### config.mk
export PLATFORM = sky130hd
export DESIGN_NAME = sector_grow_ctrl
export DESIGN_NICKNAME = d
export VERILOG_FILES = /design/src/rtl/sector_pkg.sv /design/src/rtl/grow_quiet_det.sv /design/src/rtl/sector_grow_ctrl.sv
export SDC_FILE = /design/constraint.sdc
export NUM_CORES = 1
export LEC_CHECK = 0
export BUFFER_PORTS_ARGS = -buffer_cell sky130_fd_sc_hd__buf_4
export CORE_ASPECT_RATIO = 0.7
export CORE_MARGIN = 3
export CORE_UTILIZATION = 51
export DETAILED_ROUTE_END_ITERATION = 7
export PLACE_DENSITY = 0.75
export SLEW_MARGIN = 0
export SYNTH_ARGS = -nofsm -noshare
export SYNTH_HDL_FRONTEND = slang
export SYNTH_SLANG_ARGS = --single-unit
export TNS_END_PERCENT = 5
### constraint.sdc
create_clock -name clk -period 2 [get_ports clk]
set_clock_uncertainty 0.05 [all_clocks]
set_input_delay 0.4 -clock clk [delete_from_list [all_inputs] [get_ports clk]]
set_output_delay 0.4 -clock clk [all_outputs]
set_load 0.02 [all_outputs]
### src/rtl/sector_pkg.sv
// Shared encodings for the sector region-growing sequencer and its helpers.
package sector_pkg;

    // Array-wide phase driven onto every cell's state[1:0] input.
    typedef enum logic [1:0] {
        STOP_ST = 2'b00,
        COST_ST = 2'b01,
        ROOT_ST = 2'b10,
        SAVE_ST = 2'b11
    } phase_e;

    // Neighborhood shape selected for a whole pass.
    typedef enum logic {
        C8L16 = 1'b0,
        C16L8 = 1'b1
    } nbh_e;

    // Controller FSM states.
    typedef enum logic [2:0] {
        S_IDLE  = 3'd0,
        S_CLEAR = 3'd1,
        S_GROW  = 3'd2,
        S_COST  = 3'd3,
        S_ROOT  = 3'd4,
        S_SAVE  = 3'd5,
        S_DONE  = 3'd6
    } ctrl_state_e;

    // Larger of two integers, used to size the shared phase timer.
    function automatic int max2(input int a, input int b);
        return (a > b) ? a : b;
    endfunction

endpackage

### src/rtl/grow_quiet_det.sv
// Detects that region growth has settled: counts consecutive quiet cycles
// (no cell transmitting) and flags the cycle in which the run reaches
// QUIET_CYCLES. Held at zero whenever clr is high.
module grow_quiet_det #(
    parameter int QUIET_CYCLES = 9
) (
    input  logic clk,
    input  logic rst_n,
    input  logic clr,
    input  logic any_transmit,
    output logic settled
);

    localparam int QW = $clog2(QUIET_CYCLES + 1);
    localparam logic [QW-1:0] QUIET_MAX = QW'(QUIET_CYCLES);

    logic [QW-1:0] quiet_cnt_q;
    logic [QW-1:0] quiet_cnt_d;

    // Saturating quiet counter; any transmit restarts the run.
    always_comb begin
        quiet_cnt_d = quiet_cnt_q;
        if (clr || any_transmit) begin
            quiet_cnt_d = '0;
        end else if (quiet_cnt_q != QUIET_MAX) begin
            quiet_cnt_d = quiet_cnt_q + QW'(1);
        end
        // Settled in the very cycle the quiet run completes, so the
        // controller can leave GROW on this edge.
        settled = !clr && (quiet_cnt_d == QUIET_MAX);
    end

    // Counter register.
    always_ff @(posedge clk or negedge rst_n) begin
        if (!rst_n) begin
            quiet_cnt_q <= '0;
        end else begin
            quiet_cnt_q <= quiet_cnt_d;
        end
    end

endmodule

### src/rtl/sector_grow_ctrl.sv
// Sequencer for the sector region-growing cell array: clears the cells,
// runs growth until the array goes quiet (or times out), then steps the
// array through COST, ROOT and SAVE and reports completion.
module sector_grow_ctrl
    import sector_pkg::*;
#(
    parameter int QUIET_CYCLES = 9,
    parameter int COST_CYCLES  = 4,
    parameter int ROOT_CYCLES  = 2,
    parameter int TMO_W        = 10,
    parameter int STOP_TMO     = 1023
) (
    input  logic             clk,
    input  logic             rst_n,
    input  logic             start,
    input  logic             abort,
    input  logic             nbh_sel,
    input  logic             any_transmit,
    input  logic             save_ack,
    output logic             run,
    output logic             neighborhood,
    output logic [1:0]       state,
    output logic             busy,
    output logic             done,
    output logic             err,
    output logic [TMO_W-1:0] grow_cycles
);

    localparam int PH_W = $clog2(max2(COST_CYCLES, ROOT_CYCLES) + 1);
    localparam logic [PH_W-1:0]  COST_LOAD = PH_W'(COST_CYCLES - 1);
    localparam logic [PH_W-1:0]  ROOT_LOAD = PH_W'(ROOT_CYCLES - 1);
    localparam logic [TMO_W-1:0] TMO_MAX   = TMO_W'(STOP_TMO);

    ctrl_state_e      st_q, st_d;
    logic [PH_W-1:0]  ph_tmr_q, ph_tmr_d;
    nbh_e             nbh_q, nbh_d;
    logic             err_q, err_d;
    logic [TMO_W-1:0] gc_q, gc_d;
    logic             run_q, run_d;
    phase_e           phase_q, phase_d;
    logic             busy_q, busy_d;
    logic             done_q, done_d;
    logic             settled;

    // Quiet counter only runs while the array is growing.
    grow_quiet_det #(
        .QUIET_CYCLES(QUIET_CYCLES)
    ) u_quiet (
        .clk         (clk),
        .rst_n       (rst_n),
        .clr         (st_q != S_GROW),
        .any_transmit(any_transmit),
        .settled     (settled)
    );

    // Next-state logic; outputs are derived from the next state so the
    // registered outputs always line up with the registered FSM state.
    always_comb begin
        st_d     = st_q;
        ph_tmr_d = ph_tmr_q;
        nbh_d    = nbh_q;
        err_d    = err_q;
        gc_d     = gc_q;
        if (abort) begin
            st_d = S_IDLE;
        end else begin
            case (st_q)
                S_IDLE: begin
                    if (start) begin
                        st_d  = S_CLEAR;
                        nbh_d = nbh_e'(nbh_sel);
                        err_d = 1'b0;
                        gc_d  = '0;
                    end
                end
                S_CLEAR: st_d = S_GROW;
                S_GROW: begin
                    gc_d = gc_q + TMO_W'(1);
                    // Settling takes priority over a coincident timeout.
                    if (settled) begin
                        st_d     = S_COST;
                        ph_tmr_d = COST_LOAD;
                    end else if (gc_d == TMO_MAX) begin
                        st_d  = S_DONE;
                        err_d = 1'b1;
                    end
                end
                S_COST: begin
                    if (ph_tmr_q == '0) begin
                        st_d     = S_ROOT;
                        ph_tmr_d = ROOT_LOAD;
                    end else begin
                        ph_tmr_d = ph_tmr_q - PH_W'(1);
                    end
                end
                S_ROOT: begin
                    if (ph_tmr_q == '0) begin
                        st_d = S_SAVE;
                    end else begin
                        ph_tmr_d = ph_tmr_q - PH_W'(1);
                    end
                end
                S_SAVE:  if (save_ack) st_d = S_DONE;
                S_DONE:  st_d = S_IDLE;
                default: st_d = S_IDLE;
            endcase
        end

        run_d  = (st_d == S_GROW) || (st_d == S_COST) ||
                 (st_d == S_ROOT) || (st_d == S_SAVE);
        busy_d = (st_d != S_IDLE);
        done_d = (st_d == S_DONE);
        case (st_d)
            S_COST:  phase_d = COST_ST;
            S_ROOT:  phase_d = ROOT_ST;
            S_SAVE:  phase_d = SAVE_ST;
            default: phase_d = STOP_ST;
        endcase
    end

    // FSM state and registered outputs.
    always_ff @(posedge clk or negedge rst_n) begin
        if (!rst_n) begin
            st_q     <= S_IDLE;
            ph_tmr_q <= '0;
            nbh_q    <= C8L16;
            err_q    <= 1'b0;
            gc_q     <= '0;
            run_q    <= 1'b0;
            phase_q  <= STOP_ST;
            busy_q   <= 1'b0;
            done_q   <= 1'b0;
        end else begin
            st_q     <= st_d;
            ph_tmr_q <= ph_tmr_d;
            nbh_q    <= nbh_d;
            err_q    <= err_d;
            gc_q     <= gc_d;
            run_q    <= run_d;
            phase_q  <= phase_d;
            busy_q   <= busy_d;
            done_q   <= done_d;
        end
    end

    assign run          = run_q;
    assign neighborhood = nbh_q;
    assign state        = phase_q;
    assign busy         = busy_q;
    assign done         = done_q;
    assign err          = err_q;
    assign grow_cycles  = gc_q;

endmodule

==> impl_results.md <==
- Die ar.: 0.00388 mm2
- Number of global-route vias before repair: 1357
- Flop2flop setup slack: -0.24 ns
- Peak VDD IR: 0.564 mV
- Worst skew pair latency: 0.28 ns
- PortBufs: 23
- RSZ-0062 raised after global routing: yes
- Setup WS post-layout: -0.242 ns
- TritonRoute pass-1 iters: 4
- Post-Syn Instances: 161
- Max cap viols: 0
- Syn. warnings: 0
- Max Freq: 446 MHz
- 1st-iter DRT viols: 46
- Largest family of logic cells by synthesized area: simple AND/OR/NAND/NOR gates
- TritonCTS clock tree: built
- Antenna Cells: 0
- CP Data Arrival Time: 2.40 ns
- Failing checks: setup timing
- Seq cells post-synth: 27
- Row cnt: 16
- Syn-to-layout area delta: 31.3%
- Worst endpoint required time: 2.16 ns
- Die height: 53.1 um
- LEAKAGE: 0.000981 uW
- Clock Tree Root: clkbuf_8
- Initial antenna violation count: 0
- Synth Area in Simple Gates: 0.239
- Die W: 73.2 um
- Core area: 0.00290 mm2
- Cell count of the worst reg-to-reg path: 9
- Xor and xnor area share after synthesis: 0.0380
- Ys flop type: dfrtp_1
- Routed len/inst: 15.9 um
- Final Critical Period: 2.24 ns
- Final Setup Violations: 9
- Initial Utilization: 0.556
- Worst-Margin Slew: 0.426 ns
- Nets@finish: 224
- Worst Hold Depth: 2
- Clock Tree Buf Depth: 2
- Status: finished with violations
- Syn nets: 174
- First-pass GRT wire length: 6.41 mm
- Slew HR: 0.716
- Synth Cell Area: 0.00161 mm2
- Via count: 1385
- Cts bufs inserted: 3
- Post-synth ARST share: 1.00
- Post-synthesis compound-gate area fraction: 0.188
- H-tree depth: 1
- Slew Limit Fails: 0
- I/O pin count: 24
- Worst-path clk slew: 0.10 ns
- CP max stage cell: dfrtp_1
- Dpl hpwl: 2.86 mm
- Clock sink count: 27
- Total gr overflow: 0
- Endpoint, Worst Hold: neighborhood$_DFFE_PN0P_
- Fin util: 0.730
- Pin count of the biggest net entering global routing: 28
- CP startpoint kind: register
- Post-synth EDFFs: 0
- Yosys cell types: 47
- Slowest cell delay on critical path: 0.42 ns
- Cell mode on critical path: a211oi_2
- GP Congestion: 0.770
- Share of layout cells above drive strength 1: 0.381
- Sequential area share after synthesis: 0.419
- Buf/Inv on CP: 2
- CP Max Fanout: 6
- Crit end category: register
- Final hold violations: 0
- Reg2reg start: u_quiet.quiet_cnt_q[1]$_DFF_PN0_
- Cell family with most CP delay: compound AO/OA/AOI/OAI gates
- Remaining antenna violation count after routing: 0
- WHS: 0.310 ns
- Worst-path cell chain: buf_4, ha_1, a211oi_2, a211oi_2, nor4_4, nor2_2, a311oi_4, buf_6, mux2i_1
- Post-Place Cells: 236
- Mux cell area share after synthesis: 0.0256
- Worst hold path class: input port to register
- R2R Path End: run$_DFF_PN0_
- Total routed wirelength: 3.91 mm
- Fin cells: 246
- Power Dens Cells: 618 mW/mm2
- Period utilization: 1.12
- WS Path Type: register to register
- Hold Crit Start: nbh_sel
- DRC Markers: 0
- Vias per cell: 5.63
- GRT Util Overall: 0.216
- Synth Area in Adders: 0.0465
- Syn Area/Cell: 10.0 um2
layer usage:
metal	wire (um)	share of wire	track usage	vias up
met2	1930	0.49	0.356	36
met1	1780	0.46	0.284	668
li1	-	-	-	673
met4	47	0.012	0.0613	0
met5	0	0	0	-
met3	147	0.038	0.0493	8
report_power, final:
group,internal (uW),switching [uW],total [uW],leakage [uW]
sequential,594,33.4,627,0.000361
clock,142,177,318,0.0000217
combinational,156,207,363,0.000598
total,891,418,1310,0.000981
per-stage QoR:
stage          setup TNS, ns  worst slack (ns)  total power (uW)  cell area (um2)
6_report               -1.29            -0.242              1310             2120
5_1_grt                -2.41            -0.359              1390             2120
4_1_cts                -1.50            -0.263              1310             2100
3_5_place_dp           -2.07            -0.306               975             1950
3_3_place_gp          -0.867            -0.166               955             1950
2_1_floorplan         -0.110           -0.0530               833             1620
placed cells by master, fill, tap and decap left out, drive strengths merged, types with 2 or more instances in the layout:
cell    instances
a211oi          4
a21oi           7
a31oi           2
and2            2
and3            2
buf            49
clkbuf          3
dfrtp          27
ha              6
inv             7
mux2i           3
nand2          14
nand2b          3
nand3           9
nand3b          3
nand4           2
nor2           15
nor3            2
nor4b           2
o21ai          16
o31ai           2
or2             3
xnor2           3
xor2            4
final cells by class:
cell class	count	area, um2
multi-input cells	122	931
well taps	36	45.0
clock inverters	1	7.51
fillers	227	785
repair buffers	50	389
clock buffers	3	41.3
inverters	7	26.3
flip-flops and latches	27	678
flip-flops by register name, summed over array words and instances (netlist names):
register             cells
busy                     1
run                      1
done                     1
ph_tmr_q                 3
st_q                     3
state                    2
grow_cycles             10
neighborhood             1
err                      1
u_quiet.quiet_cnt_q      4
logic make-up after synthesis:
family / count (synthesis)
DFF: 27
and+or+nand+nor: 65
muxes: 4
adders and majority gates: 6
buffers and inverters: 12
AOI/OAI and AO/OA: 40
xor gates and xnor gates: 7
how the worst max path moves through the flow:
stage                                      from       endpoint  cells after the start
4_1_cts        u_quiet.quiet_cnt_q[1]$_DFF_PN0_  run$_DFF_PN0_                      8
2_1_floorplan  u_quiet.quiet_cnt_q[1]$_DFF_PN0_  run$_DFF_PN0_                      8
5_1_grt        u_quiet.quiet_cnt_q[1]$_DFF_PN0_  run$_DFF_PN0_                     10
3_5_place_dp   u_quiet.quiet_cnt_q[1]$_DFF_PN0_  run$_DFF_PN0_                      8
6_report       u_quiet.quiet_cnt_q[1]$_DFF_PN0_  run$_DFF_PN0_                      9
3_3_place_gp   u_quiet.quiet_cnt_q[1]$_DFF_PN0_  run$_DFF_PN0_                      8
what timing repair did:
action / in CTS / in global routing
setup endpoints to repair: 10 / 12
buffers inserted: 4 / 2
cloned: 0 / 0
pin swaps: 6 / 9
gates resized for setup: 15 / 5
hold buffers: 1 / 0
hold endpoints to repair: 27 / 0
synthesized netlist by cell type (4+ instances only):
library cell | n | area share
a21oi_1 | 7 | 0.022
a211oi_1 | 4 | 0.019
nor2_1 | 15 | 0.035
ha_1 | 6 | 0.047
o21ai_0 | 15 | 0.047
xor2_1 | 4 | 0.022
dfrtp_1 | 27 | 0.42
inv_1 | 7 | 0.016
nand2_1 | 14 | 0.033
nand3_1 | 9 | 0.028
No activity file was read; power rests on OpenSTA's default activity.
